## config.mk

```make
export PLATFORM = sky130hd
export DESIGN_NAME = dm_mem_bus_adapter
export DESIGN_NICKNAME = d
export VERILOG_FILES = /design/src/rtl/dm_mem_bus_adapter.sv
export SDC_FILE = /design/constraint.sdc
export NUM_CORES = 1
export LEC_CHECK = 0
export CORE_UTILIZATION = 42
export CTS_BUF_LIST = sky130_fd_sc_hd__clkbuf_16
export DETAILED_ROUTE_END_ITERATION = 7
export PLACE_DENSITY = 0.86
export REMOVE_ABC_BUFFERS = 1
export SLEW_MARGIN = 30
export SYNTH_ARGS = -nofsm -noshare
export SYNTH_HDL_FRONTEND = slang
export SYNTH_SLANG_ARGS = --single-unit
```

## constraint.sdc

```tcl
create_clock -name clk_i -period 6.3 [get_ports clk_i]
set_input_delay 0.945 -clock clk_i [delete_from_list [all_inputs] [get_ports clk_i]]
set_output_delay 0.945 -clock clk_i [all_outputs]
set_load 0.01 [all_outputs]
```

## src/rtl/dm_mem_bus_adapter.sv

```systemverilog
// dm_mem_bus_adapter
//   Hart-side front-end for the debug-memory read/write stage. Takes one valid/ready
//   load/store at a time, checks it against the DM window and for word alignment, issues
//   a single-cycle registered access to the DM stage, and returns a 32-bit response.
//
//   Ports
//     clk_i, rst_i          clock, asynchronous active-high reset
//     hart_req_*            request channel (valid/ready, we, addr, wdata, be)
//     hart_rsp_*            response channel (valid/ready, rdata, err)
//     req_o/we_o/addr_o/
//     wdata_o/be_o          DM access strobe and fields (all registered)
//     rdata_i               DM 64-bit read data, valid the cycle after req_o
//
//   Build option
//     DM_BUS_ERR_EN  defined: out-of-range/misaligned accesses respond with err=1.
//                    undefined: err tied low; such reads return 0, writes are dropped.
//
//   Timing: accept in cycle N -> req_o in N+1 -> rsp_valid in N+3.
//           Rejected access -> rsp_valid in N+1, no req_o.

module dm_mem_bus_adapter #(
   parameter int unsigned AddrWidth               = 32,
   parameter int unsigned DbgAddressBits          = 12,
   parameter logic [AddrWidth-1:0] DmBaseAddr     = '0
) (
   input  logic                      clk_i,
   input  logic                      rst_i,
   input  logic                      hart_req_valid_i,
   output logic                      hart_req_ready_o,
   input  logic                      hart_we_i,
   input  logic [AddrWidth-1:0]      hart_addr_i,
   input  logic [31:0]               hart_wdata_i,
   input  logic [3:0]                hart_be_i,
   output logic                      hart_rsp_valid_o,
   input  logic                      hart_rsp_ready_i,
   output logic [31:0]               hart_rsp_rdata_o,
   output logic                      hart_rsp_err_o,
   output logic                      req_o,
   output logic                      we_o,
   output logic [DbgAddressBits-1:0] addr_o,
   output logic [31:0]               wdata_o,
   output logic [3:0]                be_o,
   input  logic [63:0]               rdata_i
);

   typedef enum logic [1:0] {StIdle, StIssue, StCapture, StResp} state_e;

   state_e                    state_q, state_d;
   logic                      req_q, req_d;
   logic                      we_q, we_d;
   logic [DbgAddressBits-1:0] addr_q, addr_d;
   logic [31:0]               wdata_q, wdata_d;
   logic [3:0]                be_q, be_d;
   logic                      rsp_valid_q, rsp_valid_d;
   logic [31:0]               rsp_rdata_q, rsp_rdata_d;
   logic                      rsp_err_q, rsp_err_d;

   logic hit;
   logic aligned;
   logic reject_err;

   // Upper-bit compare only, so every offset inside the window (including the last word)
   // hits and base + window misses.
   assign hit     = hart_addr_i[AddrWidth-1:DbgAddressBits] ==
                    DmBaseAddr[AddrWidth-1:DbgAddressBits];
   assign aligned = hart_addr_i[1:0] == 2'b00;

`ifdef DM_BUS_ERR_EN
   assign reject_err = 1'b1;
`else
   assign reject_err = 1'b0;
`endif

   always_comb begin
      state_d     = state_q;
      req_d       = 1'b0;
      we_d        = we_q;
      addr_d      = addr_q;
      wdata_d     = wdata_q;
      be_d        = be_q;
      rsp_valid_d = rsp_valid_q;
      rsp_rdata_d = rsp_rdata_q;
      rsp_err_d   = rsp_err_q;
      case (state_q)
         StIdle: begin
            // Ready is high whenever idle; reset is handled by the flops themselves.
            if (hart_req_valid_i) begin
               if (hit && aligned) begin
                  state_d = StIssue;
                  req_d   = 1'b1;
                  we_d    = hart_we_i;
                  addr_d  = hart_addr_i[DbgAddressBits-1:0];
                  wdata_d = hart_wdata_i;
                  be_d    = hart_we_i ? hart_be_i : 4'hF;
               end else begin
                  // Rejected: answer directly, DM stage untouched.
                  state_d     = StResp;
                  rsp_valid_d = 1'b1;
                  rsp_rdata_d = '0;
                  rsp_err_d   = reject_err;
               end
            end
         end
         StIssue: begin
            state_d = StCapture;
         end
         StCapture: begin
            state_d     = StResp;
            rsp_valid_d = 1'b1;
            rsp_err_d   = 1'b0;
            if (we_q) begin
               rsp_rdata_d = '0;
            end else begin
               rsp_rdata_d = addr_q[2] ? rdata_i[63:32] : rdata_i[31:0];
            end
         end
         StResp: begin
            if (hart_rsp_ready_i) begin
               state_d     = StIdle;
               rsp_valid_d = 1'b0;
            end
         end
         default: begin
            state_d = StIdle;
         end
      endcase
   end

   always_ff @(posedge clk_i or posedge rst_i) begin
      if (rst_i) begin
         state_q     <= StIdle;
         req_q       <= 1'b0;
         we_q        <= 1'b0;
         addr_q      <= '0;
         wdata_q     <= '0;
         be_q        <= '0;
         rsp_valid_q <= 1'b0;
         rsp_rdata_q <= '0;
         rsp_err_q   <= 1'b0;
      end else begin
         state_q     <= state_d;
         req_q       <= req_d;
         we_q        <= we_d;
         addr_q      <= addr_d;
         wdata_q     <= wdata_d;
         be_q        <= be_d;
         rsp_valid_q <= rsp_valid_d;
         rsp_rdata_q <= rsp_rdata_d;
         rsp_err_q   <= rsp_err_d;
      end
   end

   // Ready is gated by rst_i so it reads low for the whole reset pulse.
   assign hart_req_ready_o = (state_q == StIdle) && !rst_i;
   assign hart_rsp_valid_o = rsp_valid_q;
   assign hart_rsp_rdata_o = rsp_rdata_q;
   assign hart_rsp_err_o   = rsp_err_q;
   assign req_o            = req_q;
   assign we_o             = we_q;
   assign addr_o           = addr_q;
   assign wdata_o          = wdata_q;
   assign be_o             = be_q;

endmodule

```

==> results.yml <==
floorplan:
  core_area_um2: 9240
  die_x_um: 99.59
  die_area_um2: 9918
  fp.dieH_um: 99.59
  ioPinCount: 222
  start_util_pct: 43.29
  rows: 35
yosys:
  ys_ff_latch: 85
  ys_types: 30
  yosysTopAreaCell: "dfrtp_1"
  synth.top_cell.area_share_pct: 53.17
  syn_area_um2: 4000
  synth_seq_area_share_pct: 53.17
  syn_avg_cell_area_um2: 14.13
  yosysWarnings: 0
  synthCells: 283
  yosys-top-cells-area: "dfrtp_1 53%, mux2_2 14%, mux2_4 11%"
clocking:
  path_clk_slew_ps: 60
  cts_buffer_depth: 2
  postCtsHoldBufs: 0
  ctsRootBufferMaster: "clkbuf_16"
  htreeDepth: 3
  post-cts-setup-buffers: 0
  cts.sinks: 85
  numCtsBuffers: 9
  post_cts_resized: 0
  clkLatencyLatePin_ps: 320
  tritoncts: "built"
power_and_ir_drop:
  p_leak_nw: 2.828
  vdd_drop_max_mv: 0.1372
  p_per_area_nw_per_um2: 267.3
  total_power_w: 0.001758
grt:
  grt_max_degree: 55
  grt-ovfl-total: 0
  grt_pass1_wl_um: 15880
  grtUsageTotal_pct: 20.69
  antenna_found_initial: 0
  grt_pass1_vias: 3270
layout:
  antenna_cells: 0
  post-route-cell-area_um2: 6578
  final_util_pct: 71.18
  seq_area_um2: 2128
  layout_common_cells: "220 x clkdlybuf4s50_1, 84 x dfrtp_1, 51 x mux2_2, 33 x mux2i_1, 33 x nor2_1"
  multi_input_area_um2: 1720
  n_fill_cell: 664
  nNetsFinal: 642
  area_growth_pct: 64.44
  layout_commonest_cell: "clkdlybuf4s50_1"
  drive_above_1_share_pct: 21.15
routing:
  drtPass1Iterations: 4
  drt-initial-drc-count: 64
  vias: 3056
  avgRoutedWirePerCell_um: 15.94
  drt_wl_total_um: 10120
  drc_errors: 0
  vias_per_cell: 4.813
  drtAntennaViolNets: 0
worst_setup_path:
  worstPathRequired_ps: 6510
  crit_buf_inv: 2
  cp_slowest_cell: "inv_4"
  end_kind: "flip-flop"
  cp_max_fo: 47
  start_kind: "primary input"
  critical_path_arrival_ps: 3320
  cpLargestDelayFamily: "simple AND/OR/NAND/NOR gates"
  max_stage_delay_ps: 530
  cp_cell_sequence: "clkdlybuf4s50_1 > nor4_2 > nand4_2 > or3_4 > inv_4 > mux2_2"
  crit_type: "in2reg"
flow_run:
  maxCapViolCount: 0
sta:
  slew_headroom_pct: 52.05
  rsz0062_at_grt: "false"
  clock_skew_ps: 6.987
  setup_slack_ps: 3191
  finalHoldViolations: 0
  setup_viol: 0
  fin_tns_setup_ps: 0
  period_needed_ps: 3109
  max_freq_mhz: 321.6
  report.final.slew_viol_count: 0
  worst_pin_slew_ps: 719.3
  period_share_pct: 49.36
placed_design:
  gp_congestion: 0.7657
  port-buffer-count: 220
  dpl_worst_slack_ps: 2693
  dp_hpwl_um: 7663
  dpl-instance-area_um2: 6256
outcome:
  outcome: "completed"
min_path:
  hp-class: "reg2reg"
==> synth_stat cells, drive strengths merged <==
master	count
conb	1
o21ai	2
or3	1
a21oi	1
nor4b	1
nand4	1
nor3	1
mux2i	33
nand2	1
nor4	4
ha	4
nand2b	5
o22ai	1
nor2	33
clkinv	1
mux2	80
o32a	1
dfrtp	85
and2	2
buf	12
inv	6
o211ai	1
clkbuf	4
nor2b	2
==> stage by stage <==
step	hold slack (ps)	instances
CTS	507.3	634
global route	509.7	635
floorplan	524.0	267
global placement	474.8	618
finish	504.7	635
detailed placement	492.3	618
==> worst paths after layout <==
path	start	end	slack [ps]	cells after the start
setup / recovery	hart_addr_i[29]	wdata_o[22]	3190	6
hold / removal	hart_rsp_rdata_o[12]	hart_rsp_rdata_o[12]	500	1
setup reg to reg	state_q[0]	wdata_o[22]	3520	7
hold reg to reg	hart_rsp_rdata_o[12]	hart_rsp_rdata_o[12]	500	1
max in group asynchronous	rst_i	addr_o[2]	4160	3
min in group asynchronous	rst_i	hart_rsp_rdata_o[0]	1000	2
==> worst register-to-register path: stages (launching register included) <==
cell     delay (ps)
dfrtp_1         420
inv_1           100
ha_1            280
nor4b_4         240
nand4_2         190
or3_4           450
inv_4           530
mux2_2          450
==> sequential cells by signal (all words and copies together), names as in the netlist <==
register / count
addr_o: 12
be_o: 4
req_o: 1
wdata_o: 32
hart_rsp_rdata_o: 32
hart_rsp_valid_o: 1
we_o: 1
state_q: 2
==> layer usage <==
layer / global-route usage, % / share of wire, % / wire length, µm
met5: 0 / 0 / 0
met4: 7.014 / 1.1 / 113
met3: 6.606 / 8.9 / 905
met2: 36.59 / 51 / 5202
met1: 23.62 / 39 / 3902
==> cell families (layout without fill, tap and decap cells) <==
kind of cell | count (synthesis) | count (layout) | share of synthesized area, %
AND/OR/NAND/NOR | 51 | 51 | 6.850
multiplexers | 113 | 113 | 33.50
adder cells (fa/ha/maj) | 4 | 4 | 1.251
buffers and inverters | 23 | 246 | 4.160
flip-flops | 85 | 85 | 53.17
other | 1 | 1 | 0.09375
AO/OA/AOI/OAI | 6 | 6 | 0.9695
==> cell type report <==
class | count | share of cell area [%]
Timing Repair Buffer | 223 | 34.13
Sequential cell | 85 | 32.36
Multi-Input combinational cell | 175 | 26.16
Clock buffer | 9 | 3.424
Tap cell | 129 | 2.454
Clock inverter | 7 | 1.027
Inverter | 7 | 0.4565
==> power breakdown <==
part           switching, W  leakage, nW  internal (W)  total (W)
clock network      0.000208        0.133      0.000304   0.000513
registers         0.0000334         1.16      0.000613   0.000646
logic              0.000247         1.54      0.000353   0.000600
total              0.000489         2.83       0.00127    0.00176
(Power assumes the default switching activity.)
